==> config.mk <==
export PLATFORM = sky130hd
export DESIGN_NAME = riscv_memreq_issue_flat
export DESIGN_NICKNAME = d
export VERILOG_FILES = /design/src/rtl/riscv_memreq_issue_if.sv /design/src/rtl/riscv_memreq_issue.sv /design/src/flat_wrapper.sv
export SDC_FILE = /design/constraint.sdc
export NUM_CORES = 1
export LEC_CHECK = 0
export BUFFER_PORTS_ARGS = -buffer_cell sky130_fd_sc_hd__buf_2
export CORE_MARGIN = 1
export CORE_UTILIZATION = 25
export CTS_BUF_LIST = sky130_fd_sc_hd__clkbuf_4
export DETAILED_ROUTE_END_ITERATION = 7
export PLACE_DENSITY = 0.62
export SLEW_MARGIN = 0
export SYNTH_ARGS = -nofsm -noshare
export SYNTH_HDL_FRONTEND = slang
export SYNTH_SLANG_ARGS = --single-unit
==> constraint.sdc <==
create_clock -name clk_i -period 1.8 [get_ports clk_i]
set_input_delay 0.45 -clock clk_i [delete_from_list [all_inputs] [get_ports clk_i]]
set_output_delay 0.45 -clock clk_i [all_outputs]
set_load 0.1 [all_outputs]
==> src/rtl/riscv_memreq_issue_if.sv <==
// MMU-stage request / BIU strobe-ack bundle seen by the memory request issuer.
// master = the issuer, slave = the MMU/BIU environment around it.
interface riscv_memreq_issue_if #(
    parameter int XLEN = 32,
    parameter int PLEN = (XLEN == 32) ? 34 : 56
);
    typedef logic [2:0] biu_size_t;

    logic              flush_i;
    logic              req_i;
    logic [PLEN-1:0]   adr_i;
    biu_size_t         size_i;
    logic              lock_i;
    logic              we_i;
    logic [XLEN-1:0]   d_i;
    logic              misaligned_i;
    logic              pagefault_i;
    logic              stall_o;

    logic              biu_stb_o;
    logic [PLEN-1:0]   biu_adr_o;
    biu_size_t         biu_size_o;
    logic              biu_lock_o;
    logic              biu_we_o;
    logic [XLEN-1:0]   biu_d_o;
    logic              biu_stb_ack_i;
    logic              biu_ack_i;
    logic              biu_err_i;
    logic [XLEN-1:0]   biu_q_i;

    logic              ack_o;
    logic              err_o;
    logic [XLEN-1:0]   q_o;
    logic              misaligned_o;
    logic              pagefault_o;

    modport master (
        input  flush_i, req_i, adr_i, size_i, lock_i, we_i, d_i, misaligned_i, pagefault_i,
        output stall_o,
        output biu_stb_o, biu_adr_o, biu_size_o, biu_lock_o, biu_we_o, biu_d_o,
        input  biu_stb_ack_i, biu_ack_i, biu_err_i, biu_q_i,
        output ack_o, err_o, q_o, misaligned_o, pagefault_o
    );

    modport slave (
        output flush_i, req_i, adr_i, size_i, lock_i, we_i, d_i, misaligned_i, pagefault_i,
        input  stall_o,
        input  biu_stb_o, biu_adr_o, biu_size_o, biu_lock_o, biu_we_o, biu_d_o,
        output biu_stb_ack_i, biu_ack_i, biu_err_i, biu_q_i,
        input  ack_o, err_o, q_o, misaligned_o, pagefault_o
    );
endinterface

==> src/rtl/riscv_memreq_issue.sv <==
// Memory request issuer: holds the BIU strobe until accepted, tracks up to DEPTH
// outstanding transfers, emits in-order exception pulses and swallows flushed responses.
module riscv_memreq_issue #(
    parameter int XLEN  = 32,
    parameter int PLEN  = (XLEN == 32) ? 34 : 56,
    parameter int DEPTH = 2
) (
    input  logic                   clk_i,
    input  logic                   rst_i,
    riscv_memreq_issue_if.master   bus
);
    localparam int CW = $clog2(DEPTH + 1);
    localparam logic [CW-1:0] CNT_MAX  = CW'(DEPTH);
    localparam logic [CW-1:0] CNT_LAST = CW'(DEPTH - 1);

    typedef enum logic [1:0] {IDLE, ISSUE, EXCPT} state_t;

    state_t            r_state, w_state_nxt;
    logic [CW-1:0]     r_cnt, w_cnt_nxt;
    logic [CW-1:0]     r_disc, w_disc_nxt;
    logic              r_drop, w_drop_nxt;

    logic [PLEN-1:0]   r_adr;
    logic [2:0]        r_size;
    logic              r_lock, r_we;
    logic [XLEN-1:0]   r_d;
    logic              r_ack, r_err, r_pf, r_ma;
    logic [XLEN-1:0]   r_q;

    logic w_stb, w_stb_acc, w_resp, w_exc, w_stall, w_accept, w_load, w_deliver;

    assign w_stb     = (r_state == ISSUE);
    assign w_stb_acc = w_stb & bus.biu_stb_ack_i;
    assign w_resp    = (bus.biu_ack_i | bus.biu_err_i) & (r_cnt != '0);
    assign w_exc     = bus.misaligned_i | bus.pagefault_i;

    // An exception request waits until everything ahead of it has drained so
    // that its pulse stays in program order with the bus responses.
    assign w_stall = (w_stb & (!bus.biu_stb_ack_i | (r_cnt == CNT_LAST)))
                   | (r_cnt == CNT_MAX)
                   | (r_state == EXCPT)
                   | (bus.req_i & w_exc & ((r_cnt != '0) | w_stb));

    assign w_accept  = bus.req_i & !w_stall & !bus.flush_i;
    assign w_load    = w_accept & !w_exc;
    assign w_deliver = w_resp & (r_disc == '0) & !bus.flush_i;
    assign w_cnt_nxt = r_cnt + CW'(w_stb_acc) - CW'(w_resp);

    always_comb begin
        w_state_nxt = r_state;
        unique case (r_state)
            IDLE:    w_state_nxt = w_accept ? (w_exc ? EXCPT : ISSUE) : IDLE;
            ISSUE: begin
                if (bus.biu_stb_ack_i)
                    w_state_nxt = w_accept ? (w_exc ? EXCPT : ISSUE) : IDLE;
            end
            EXCPT:   w_state_nxt = IDLE;
            default: w_state_nxt = IDLE;
        endcase
    end

    // Responses drain the discard count before a flush reloads it from cnt_next.
    always_comb begin
        w_disc_nxt = r_disc;
        w_drop_nxt = r_drop;
        if (w_resp && (r_disc != '0))
            w_disc_nxt = r_disc - 1'b1;
        if (w_stb_acc && r_drop)
            w_disc_nxt = w_disc_nxt + 1'b1;
        if (w_stb_acc)
            w_drop_nxt = 1'b0;
        if (bus.flush_i) begin
            w_disc_nxt = w_cnt_nxt;
            if (w_stb && !bus.biu_stb_ack_i)
                w_drop_nxt = 1'b1;
        end
    end

    always_ff @(posedge clk_i) begin
        if (rst_i) begin
            r_state <= IDLE;
            r_cnt   <= '0;
            r_disc  <= '0;
            r_drop  <= 1'b0;
            r_adr   <= '0;
            r_size  <= '0;
            r_lock  <= 1'b0;
            r_we    <= 1'b0;
            r_d     <= '0;
            r_ack   <= 1'b0;
            r_err   <= 1'b0;
            r_q     <= '0;
            r_pf    <= 1'b0;
            r_ma    <= 1'b0;
        end else begin
            r_state <= w_state_nxt;
            r_cnt   <= w_cnt_nxt;
            r_disc  <= w_disc_nxt;
            r_drop  <= w_drop_nxt;
            if (w_load) begin
                r_adr  <= bus.adr_i;
                r_size <= bus.size_i;
                r_lock <= bus.lock_i;
                r_we   <= bus.we_i;
                r_d    <= bus.d_i;
            end
            r_ack <= w_deliver & bus.biu_ack_i;
            r_err <= w_deliver & bus.biu_err_i & !bus.biu_ack_i;
            if (w_deliver)
                r_q <= bus.biu_q_i;
            r_pf <= w_accept & bus.pagefault_i;
            r_ma <= w_accept & !bus.pagefault_i & bus.misaligned_i;
        end
    end

    assign bus.stall_o      = w_stall;
    assign bus.biu_stb_o    = w_stb;
    assign bus.biu_adr_o    = r_adr;
    assign bus.biu_size_o   = r_size;
    assign bus.biu_lock_o   = r_lock;
    assign bus.biu_we_o     = r_we;
    assign bus.biu_d_o      = r_d;
    assign bus.ack_o        = r_ack;
    assign bus.err_o        = r_err;
    assign bus.q_o          = r_q;
    assign bus.pagefault_o  = r_pf;
    assign bus.misaligned_o = r_ma;
endmodule
==> src/flat_wrapper.sv <==
// flat-port wrapper written by rule: the top's interface ports become plain ports
module riscv_memreq_issue_flat 
#(
    parameter int XLEN  = 32,
    parameter int PLEN  = (XLEN == 32) ? 34 : 56,
    parameter int DEPTH = 2
)
  (clk_i, rst_i, bus_flush_i, bus_req_i, bus_adr_i, bus_size_i, bus_lock_i, bus_we_i, bus_d_i, bus_misaligned_i, bus_pagefault_i, bus_stall_o, bus_biu_stb_o, bus_biu_adr_o, bus_biu_size_o, bus_biu_lock_o, bus_biu_we_o, bus_biu_d_o, bus_biu_stb_ack_i, bus_biu_ack_i, bus_biu_err_i, bus_biu_q_i, bus_ack_o, bus_err_o, bus_q_o, bus_misaligned_o, bus_pagefault_o);
  riscv_memreq_issue_if #(.XLEN(XLEN), .PLEN(PLEN)) bus_i ();
  input  logic clk_i;
  input  logic rst_i;
  input wire logic [$bits(bus_i.flush_i)-1:0] bus_flush_i;
  input wire logic [$bits(bus_i.req_i)-1:0] bus_req_i;
  input wire logic [$bits(bus_i.adr_i)-1:0] bus_adr_i;
  input wire logic [$bits(bus_i.size_i)-1:0] bus_size_i;
  input wire logic [$bits(bus_i.lock_i)-1:0] bus_lock_i;
  input wire logic [$bits(bus_i.we_i)-1:0] bus_we_i;
  input wire logic [$bits(bus_i.d_i)-1:0] bus_d_i;
  input wire logic [$bits(bus_i.misaligned_i)-1:0] bus_misaligned_i;
  input wire logic [$bits(bus_i.pagefault_i)-1:0] bus_pagefault_i;
  output wire logic [$bits(bus_i.stall_o)-1:0] bus_stall_o;
  output wire logic [$bits(bus_i.biu_stb_o)-1:0] bus_biu_stb_o;
  output wire logic [$bits(bus_i.biu_adr_o)-1:0] bus_biu_adr_o;
  output wire logic [$bits(bus_i.biu_size_o)-1:0] bus_biu_size_o;
  output wire logic [$bits(bus_i.biu_lock_o)-1:0] bus_biu_lock_o;
  output wire logic [$bits(bus_i.biu_we_o)-1:0] bus_biu_we_o;
  output wire logic [$bits(bus_i.biu_d_o)-1:0] bus_biu_d_o;
  input wire logic [$bits(bus_i.biu_stb_ack_i)-1:0] bus_biu_stb_ack_i;
  input wire logic [$bits(bus_i.biu_ack_i)-1:0] bus_biu_ack_i;
  input wire logic [$bits(bus_i.biu_err_i)-1:0] bus_biu_err_i;
  input wire logic [$bits(bus_i.biu_q_i)-1:0] bus_biu_q_i;
  output wire logic [$bits(bus_i.ack_o)-1:0] bus_ack_o;
  output wire logic [$bits(bus_i.err_o)-1:0] bus_err_o;
  output wire logic [$bits(bus_i.q_o)-1:0] bus_q_o;
  output wire logic [$bits(bus_i.misaligned_o)-1:0] bus_misaligned_o;
  output wire logic [$bits(bus_i.pagefault_o)-1:0] bus_pagefault_o;
  assign bus_i.flush_i = bus_flush_i;
  assign bus_i.req_i = bus_req_i;
  assign bus_i.adr_i = bus_adr_i;
  assign bus_i.size_i = bus_size_i;
  assign bus_i.lock_i = bus_lock_i;
  assign bus_i.we_i = bus_we_i;
  assign bus_i.d_i = bus_d_i;
  assign bus_i.misaligned_i = bus_misaligned_i;
  assign bus_i.pagefault_i = bus_pagefault_i;
  assign bus_stall_o = bus_i.stall_o;
  assign bus_biu_stb_o = bus_i.biu_stb_o;
  assign bus_biu_adr_o = bus_i.biu_adr_o;
  assign bus_biu_size_o = bus_i.biu_size_o;
  assign bus_biu_lock_o = bus_i.biu_lock_o;
  assign bus_biu_we_o = bus_i.biu_we_o;
  assign bus_biu_d_o = bus_i.biu_d_o;
  assign bus_i.biu_stb_ack_i = bus_biu_stb_ack_i;
  assign bus_i.biu_ack_i = bus_biu_ack_i;
  assign bus_i.biu_err_i = bus_biu_err_i;
  assign bus_i.biu_q_i = bus_biu_q_i;
  assign bus_ack_o = bus_i.ack_o;
  assign bus_err_o = bus_i.err_o;
  assign bus_q_o = bus_i.q_o;
  assign bus_misaligned_o = bus_i.misaligned_o;
  assign bus_pagefault_o = bus_i.pagefault_o;
  riscv_memreq_issue #(.XLEN(XLEN), .PLEN(PLEN), .DEPTH(DEPTH)) u_core (.clk_i(clk_i), .rst_i(rst_i), .bus(bus_i));
endmodule
# == Word level (Yosys, flattened, before mapping) ==
# Cells that the tools add are included.
# word_totals
register_bits,114
in_bits,112
out_inout_bits,109
word_cells,69
# classes
n_addsub,4
eq_ne,5
muxes,10
bitwise_logic,23
reduce_logical,13
# ops
cell,count
1-bit bitwise AND,16
2-bit 2-to-1 mux,6
1-bit OR,7
1-bit zero test,6
"2-bit by 1-bit == test with 1-bit output, second input constant",2
"2-bit == test, second input constant",2
2-bit zero test,2
2-bit one-hot mux with 2 select lines,1
2-bit nonzero test,2
1-bit logical AND,3
1-bit 2-to-1 mux,3
2-bit by 1-bit adder with 2-bit output,1
"2-bit by 1-bit adder with 2-bit output, second input constant",1
"2-bit inequality test, second input constant",1
2-bit by 1-bit subtractor with 2-bit output,1
"2-bit by 1-bit subtractor with 2-bit output, second input constant",1

# == Depth between registers and ports, before layout ==
# Gate-level depths: netlist of run 1.
# logic_depth
word_depth,12
depth_mapped,9
ltp_nobuf,9

# == Worst setup path after synthesis of run 1 ==
# Ideal clock, no wire load.
# synth_path
kind,register to output
startpoint,register u_core.r_state[0]
endpoint,output port bus_stall_o
t_arrival_ns,2.249
required_ns,1.350
slack_ns,-0.899
path_stages_with_launch,4
n_path_buf,0
cell_sequence,dfxtp_1 nor2b_2 a21boi_2 a211o_1
# synth_between
elab_chain_cells,5
word_cells_on_any_way,8
cone_classes,2 x eq/ne; 6 x bitwise
# synth_lines
element,line,source
from (decl),riscv_memreq_issue.sv:18,"state_t r_state, w_state_nxt;"
from (signal assigned),riscv_memreq_issue.sv:96,r_state <= w_state_nxt;
2-bit by 1-bit == test with 1-bit output *,riscv_memreq_issue.sv:32,assign w_stb = (r_state == ISSUE);
via bus_biu_stb_o,flat_wrapper.sv:22,output wire logic [$bits(bus_i.biu_stb_o)-1:0] bus_biu_stb_o;
1-bit bitwise AND,riscv_memreq_issue.sv:39,assign w_stall = (w_stb & (!bus.biu_stb_ack_i | (r_cnt == CNT_LAST)))
1-bit OR,riscv_memreq_issue.sv:40,| (r_cnt == CNT_MAX)
1-bit OR,riscv_memreq_issue.sv:41,| (r_state == EXCPT)
1-bit OR *,riscv_memreq_issue.sv:42,| (bus.req_i & w_exc & ((r_cnt != '0) | w_stb));
to (decl),flat_wrapper.sv:21,output wire logic [$bits(bus_i.stall_o)-1:0] bus_stall_o;
# The timed path passes the listed nets; every way through them passes the cells marked *.

# == Worst setup path after layout of run 1 ==
# layout_path
startpoint,register u_core.r_state[0]
endpoint,output port bus_stall_o
# layout_between
elab_chain_cells,5
word_cells_on_any_way,8
cone_classes,2 x eq/ne; 6 x bitwise
# layout_lines
element,line
2-bit by 1-bit == test with 1-bit output,riscv_memreq_issue.sv:32
1-bit bitwise AND,riscv_memreq_issue.sv:39
1-bit OR,riscv_memreq_issue.sv:40
1-bit OR,riscv_memreq_issue.sv:41
1-bit OR *,riscv_memreq_issue.sv:42
# Every way passes the cells marked *; elsewhere a longest branch is shown, timed or not.

==> impl_metrics.json, run 1 <==
{
  "critical_path.startpoint_type": "flip-flop",
  "ir_worst_vdd_mv": 0.529,
  "area_of_the_mapped_netlist_mm2": 0.00490,
  "cts.clk_slew.worst_paths_ns": 0.11,
  "number_of_enable_type_register_cells_in_the_synthesized_netlist": 0,
  "grt_start_max_net_pins": 91,
  "dp.cells": 982,
  "core_area_mm2": 0.0190,
  "cts_num_sinks": 114,
  "final_non_filler_cells": 1025,
  "synth-warning-count": 0,
  "ff_latch_area_mm2": 0.00229,
  "finalSetupViolCount": 10,
  "finalNetCount": 867,
  "timing_worst_setup_path_type": "flip-flop to primary output",
  "clock.fmax_ghz": 0.445,
  "worst_hold_slack_ns": 0.170,
  "report.final.slew_viol_count": 0,
  "timing.final.hold_violations": 0,
  "h-tree-depth": 4,
  "num_antenna_cells": 0,
  "final_estimated_routing_congestion_in_global_placement": 0.683,
  "die_area_mm2": 0.0202,
  "synth_top_cell_area_share": 0.466,
  "synthesis.nets": 629,
  "initialDrtViolationCount": 108,
  "final.period_utilization": 1.25,
  "power-per-cell-area_mw_per_mm2": 942,
  "die-height_um": 142,
  "grt_first_pass_wirelength_mm": 18.9,
  "ys_types": 38,
  "synth-main-ff-cell": "dfxtp_1",
  "grt_usage": 0.120,
  "grt_setup_unrepaired": "true",
  "synth_sequential_area_ratio": 0.466,
  "maximum_clock_insertion_buffer_count": 2,
  "vias": 4189,
  "area_growth_pct": 45.2,
  "multi_input_comb_area_mm2": 0.00240,
  "async_reset_ff_frac": 0,
  "max-slew-margin-rel": 0.679,
  "fillCellCount": 1962,
  "grt_antenna_before_repair": 0,
  "dpl_cell_area_mm2": 0.00639,
  "num_io_pins": 221,
  "timing.final.crit_period_ns": 2.25,
  "timing.critical_path.required_ns": 1.35,
  "timing.reg2reg.setup_slack_ns": -0.03,
  "numPortBuffers": 220,
  "routed_via_density": 4.09,
  "final_cell_mix": "143 x nand2b_1, 112 x buf_2, 110 x dfxtp_1, 88 x buf_4, 70 x mux2i_1",
  "critical_path_sink_type": "primary output",
  "row_count": 50,
  "cts_inserted_buffers": 17,
  "layout.core_utilization": 0.375,
  "min-delay-path-class": "primary input to flip-flop",
  "initial_core_util": 0.258,
  "via_count_of_the_first_global_routing_pass": 3977,
  "dp.final_hpwl_mm": 8.40,
  "cellLeakagePower_nw": 2.96,
  "firstDrtPassIters": 4,
  "final_layout_size_suffix_gt1_frac": 0.395,
  "finalWorstSetupSlack_ns": -0.449,
  "final_common_cell": "nand2b_1",
  "synth_seq_cells": 114,
  "layout_skew_ns": 0.0123,
  "drtAntennaViolNets": 0,
  "die_width_um": 142,
  "clk_root_buffer_cell": "clkbuf_4",
  "synthesis.instances": 514,
  "yosysTopAreaCell": "dfxtp_1",
  "syn_avg_cell_area_um2": 9.53,
  "tritoncts": "built",
  "wl_per_cell_um": 12.5,
  "setup_total_negative_slack_ns": -0.677,
  "drt_drc_violations_left": 0,
  "run_status": "finished with violations",
  "cell_types_occupying_the_most_area_after_synthesis": "dfxtp_1 47%, nand2b_1 18%, mux2i_1 15%, nand2_1 5.0%, a21oi_1 3.5%",
  "max-cap-violations": 0,
  "critPathArrivalTime_ns": 1.80,
  "worstMarginPinSlew_ns": 0.485,
  "critPathMaxFanout": 3,
  "violations": "setup timing",
  "postRouteWirelength_mm": 12.9,
  "finalInstanceArea_mm2": 0.00711,
  "clkLatencyLatePin_ns": 0.50,
  "grt.overflow.total": 0,
  "holdBufCountCts": 0
}
==> metrics by stage <==
step	total power, mW	worst slack [ns]
after floorplan	4.53	-0.130
after global placement	5.03	-0.0835
after detailed placement	5.03	-0.158
after CTS	6.74	-0.531
after global routing	7.07	-0.585
final	6.70	-0.449
==> routing by layer <==
layer  share of wire  vias up  wire [um]  GRT usage
met5               0        -          0          0
met4           0.013        0        161     0.0357
li1                -     2146          -          -
met1            0.44     1866       5600      0.138
met3           0.087        8       1120     0.0565
met2            0.46      169       5970      0.197
==> critical path: stages (launching register included) <==
cell,delay [ns]
dfxtp_2,0.34
nor2b_4,0.12
o32a_1,0.31
a211o_4,0.36
buf_12,0.17
==> area by class of cell <==
type	instances	area share
Inverter	9	0.00475
Multi-Input combinational cell	355	0.338
Clock inverter	12	0.00967
Tap cell	260	0.0457
Timing Repair Buffer	255	0.259
Clock buffer	20	0.0211
Sequential cell	114	0.322
==> worst paths after layout <==
check                     startpoint                     end  depth (start not counted)
setup / recovery   u_core.r_state[0]             bus_stall_o                          4
hold / removal       bus_biu_q_i[14]      u_core.bus.q_o[14]                          3
setup reg to reg   u_core.r_state[0]  u_core.bus.biu_d_o[26]                          6
hold reg to reg   u_core.bus.q_o[16]      u_core.bus.q_o[16]                          2
==> cell families (layout without fill, tap and decap cells) <==
| logic type | after synthesis | count (layout) | share of synthesized area |
|---|---|---|---|
| AOI/OAI and AO/OA | 45 | 45 | 0.0526 |
| xor gates and xnor gates | 5 | 5 | 0.00894 |
| adders and majority gates | 3 | 3 | 0.00766 |
| buffers and inverters | 45 | 296 | 0.0544 |
| DFF | 114 | 114 | 0.466 |
| muxes | 71 | 71 | 0.145 |
| and+or+nand+nor | 231 | 231 | 0.265 |
==> state kept, by name, summed over array words and instances, names as in the netlist, named ones only <==
signal,flops
u_core.bus.err_o,1
u_core.r_disc,2
u_core.r_cnt,2
u_core.bus.biu_adr_o,34
u_core.bus.pagefault_o,1
u_core.bus.biu_size_o,3
u_core.bus.q_o,32
u_core.bus.biu_lock_o,1
u_core.r_state,2
u_core.bus.misaligned_o,1
u_core.bus.biu_we_o,1
u_core.bus.ack_o,1
u_core.bus.biu_d_o,32
==> timing repair <==
action / CTS / global route
setup endpoints to repair: 124 / 95
cloned: 0 / 6
pin swaps: 0 / 3
resized for setup: 81 / 50
endpoints found under the hold margin: 0 / 0
setup buffers: 1 / 4
==> power breakdown <==
group,switching [mW],leakage [nW],internal [mW]
Combinational,1.59,1.91,0.754
Sequential,0.107,0.925,2.69
Clock,0.992,0.123,0.568
Total,2.69,2.96,4.01
==> synthesized netlist by cell type (2+ instances only) <==
library cell and count:
a21oi_1 34, buf_2 5, buf_8 7, clkbuf_1 21
dfxtp_1 114, ha_1 3, inv_1 9, mux2i_1 71
nand2_1 65, nand2b_1 143, nor2_1 5, nor3_1 4
nor4_2 2, o21a_1 2, o22ai_1 3, xnor2_1 4
Power figures use the tool's default switching activity.
==> inputs of run 2 (changes only) <==
--- a/config.mk
+++ b/config.mk
@@ -7,10 +7,10 @@
 export LEC_CHECK = 0
 export BUFFER_PORTS_ARGS = -buffer_cell sky130_fd_sc_hd__buf_2
 export CORE_MARGIN = 1
-export CORE_UTILIZATION = 25
+export CORE_UTILIZATION = 40
 export CTS_BUF_LIST = sky130_fd_sc_hd__clkbuf_4
 export DETAILED_ROUTE_END_ITERATION = 7
-export PLACE_DENSITY = 0.62
+export PLACE_DENSITY = 0.84
 export SLEW_MARGIN = 0
 export SYNTH_ARGS = -nofsm -noshare
 export SYNTH_HDL_FRONTEND = slang
==> impl_metrics.json, run 2 (synthesis results as in run 1) <==
{
  "run_status": "finished with violations",
  "violations": "setup timing",
  "layout_skew_ns": 0.0103,
  "area_growth_pct": 38.4,
  "postRouteWirelength_mm": 11.7,
  "num_io_pins": 221,
  "power-per-cell-area_mw_per_mm2": 986,
  "grt.met2_usage": 0.293,
  "drtAntennaViolNets": 0,
  "die-height_um": 113,
  "die_area_mm2": 0.0127,
  "routed_via_density": 4.65,
  "dp.final_hpwl_mm": 8.05,
  "tritoncts": "built",
  "cts_setup_buffers": 0,
  "grt.met3_usage": 0.0740,
  "grt_first_pass_wirelength_mm": 18.2,
  "dp.cells": 871,
  "finalSetupViolCount": 2,
  "grt_setup_unrepaired": "true",
  "max-slew-margin-rel": 0.669,
  "critPathArrivalTime_ns": 1.80,
  "ir_worst_vdd_mv": 0.663,
  "finalNetCount": 858,
  "die_width_um": 113,
  "timing.final.crit_period_ns": 2.25,
  "critical_path.startpoint_type": "flip-flop",
  "initial_core_util": 0.410,
  "holdBufCountCts": 0,
  "cellLeakagePower_nw": 2.88,
  "clkLatencyLatePin_ns": 0.51,
  "cts_inserted_buffers": 17,
  "pre_cts_ws_ns": -0.123,
  "setup_total_negative_slack_ns": -0.569,
  "core_area_mm2": 0.0120,
  "final_common_cell": "nand2b_1",
  "min-delay-path-class": "primary input to flip-flop",
  "clock.fmax_ghz": 0.444,
  "numPortBuffers": 220,
  "timing.critical_path.required_ns": 1.35,
  "final_layout_size_suffix_gt1_frac": 0.378,
  "timing.final.hold_violations": 0,
  "final_cell_mix": "143 x nand2b_1, 127 x buf_2, 110 x dfxtp_1, 71 x mux2i_1, 69 x clkbuf_4",
  "max-cap-violations": 0,
  "cts.clk_slew.worst_paths_ns": 0.10,
  "largest_register_ff_count": 34,
  "worstRegToRegCells": 9,
  "firstDrtPassIters": 6,
  "grt_usage": 0.183,
  "cts_num_sinks": 114,
  "final.period_utilization": 1.25,
  "top_usage_layer": "met2",
  "row_count": 40,
  "initialDrtViolationCount": 216,
  "clk_root_buffer_cell": "clkbuf_4",
  "timing_worst_setup_path_type": "flip-flop to primary output",
  "num_antenna_cells": 0,
  "critical_path_sink_type": "primary output",
  "final_non_filler_cells": 901,
  "via_count_of_the_first_global_routing_pass": 3967,
  "worstMarginPinSlew_ns": 0.500,
  "vias": 4190,
  "worst_hold_path.num_cells": 3,
  "grt_antenna_before_repair": 0,
  "grt_start_max_net_pins": 113,
  "wl_per_cell_um": 13.0,
  "grt.overflow.total": 0,
  "maximum_clock_insertion_buffer_count": 2,
  "finalWorstSetupSlack_ns": -0.450,
  "met1_global_route_usage": 0.211,
  "report.final.slew_viol_count": 0,
  "h-tree-depth": 4,
  "drt_drc_violations_left": 0,
  "final_estimated_routing_congestion_in_global_placement": 0.788,
  "critPathMaxFanout": 5
}
run 2: cell count changes in the layout (fill, tap and decap cells not counted), sizes merged:
cell / before / now
clkinvlp: 3 / 0
clkbuf: 59 / 69
bufinv: 0 / 1
clkinv: 9 / 10
buf: 216 / 196
run 2: worst max-delay path, cell delays in order (launching register included):
cell     delay [ns]
dfxtp_2        0.33
nor2b_4        0.13
o32a_1         0.31
a211o_4        0.35
buf_12         0.17
run 2: path summary, 6_finish.rpt:
path                            slack [ns]                  to                from
worst max-delay path                 -0.45         bus_stall_o   u_core.r_state[0]
worst min-delay path                  0.16  u_core.bus.q_o[22]     bus_biu_q_i[22]
worst max register to register        0.03    u_core.r_disc[1]     u_core.r_cnt[0]
worst min register to register        0.46  u_core.bus.q_o[30]  u_core.bus.q_o[30]
run 2: per-stage QoR:
| step | hold WS, ns | utilization | instance area, um2 | total power, mW |
|---|---|---|---|---|
| after floorplan | 0.453 | - | 4930 | 4.53 |
| after global placement | 0.438 | 0.527 | 6310 | 4.99 |
| after detailed placement | 0.443 | 0.527 | 6310 | 5.01 |
| after CTS | 0.0881 | 0.555 | 6640 | 6.69 |
| after global routing | 0.109 | 0.567 | 6780 | 6.98 |
| final | 0.164 | 0.567 | 6780 | 6.69 |
run 2: what timing repair did:
| action | in CTS | in global routing |
|---|---|---|
| setup endpoints to repair | 43 | 110 |
| resized for setup | 45 | 56 |
| pin swaps | 0 | 4 |
run 2: where the power goes:
part | internal [mW] | switching, mW | total, mW
registers | 2.69 | 0.106 | 2.79
logic | 0.710 | 1.59 | 2.30
clock network | 0.662 | 0.925 | 1.59
total | 4.06 | 2.62 | 6.69
run 2: area by class of cell:
class	count	area [um2]
Clock inverter	11	72.6
Inverter	9	33.8
Clock buffer	19	143
Tap cell	147	184
Multi-Input combinational cell	355	2400
Sequential cell	114	2290
Fill cell	1001	5180
Timing Repair Buffer	246	1650
run 2: routing by layer:
metal	wire, um	share of wire
met4	218	0.019
met1	5160	0.44
met2	5290	0.45
met3	1080	0.092
met5	0	0
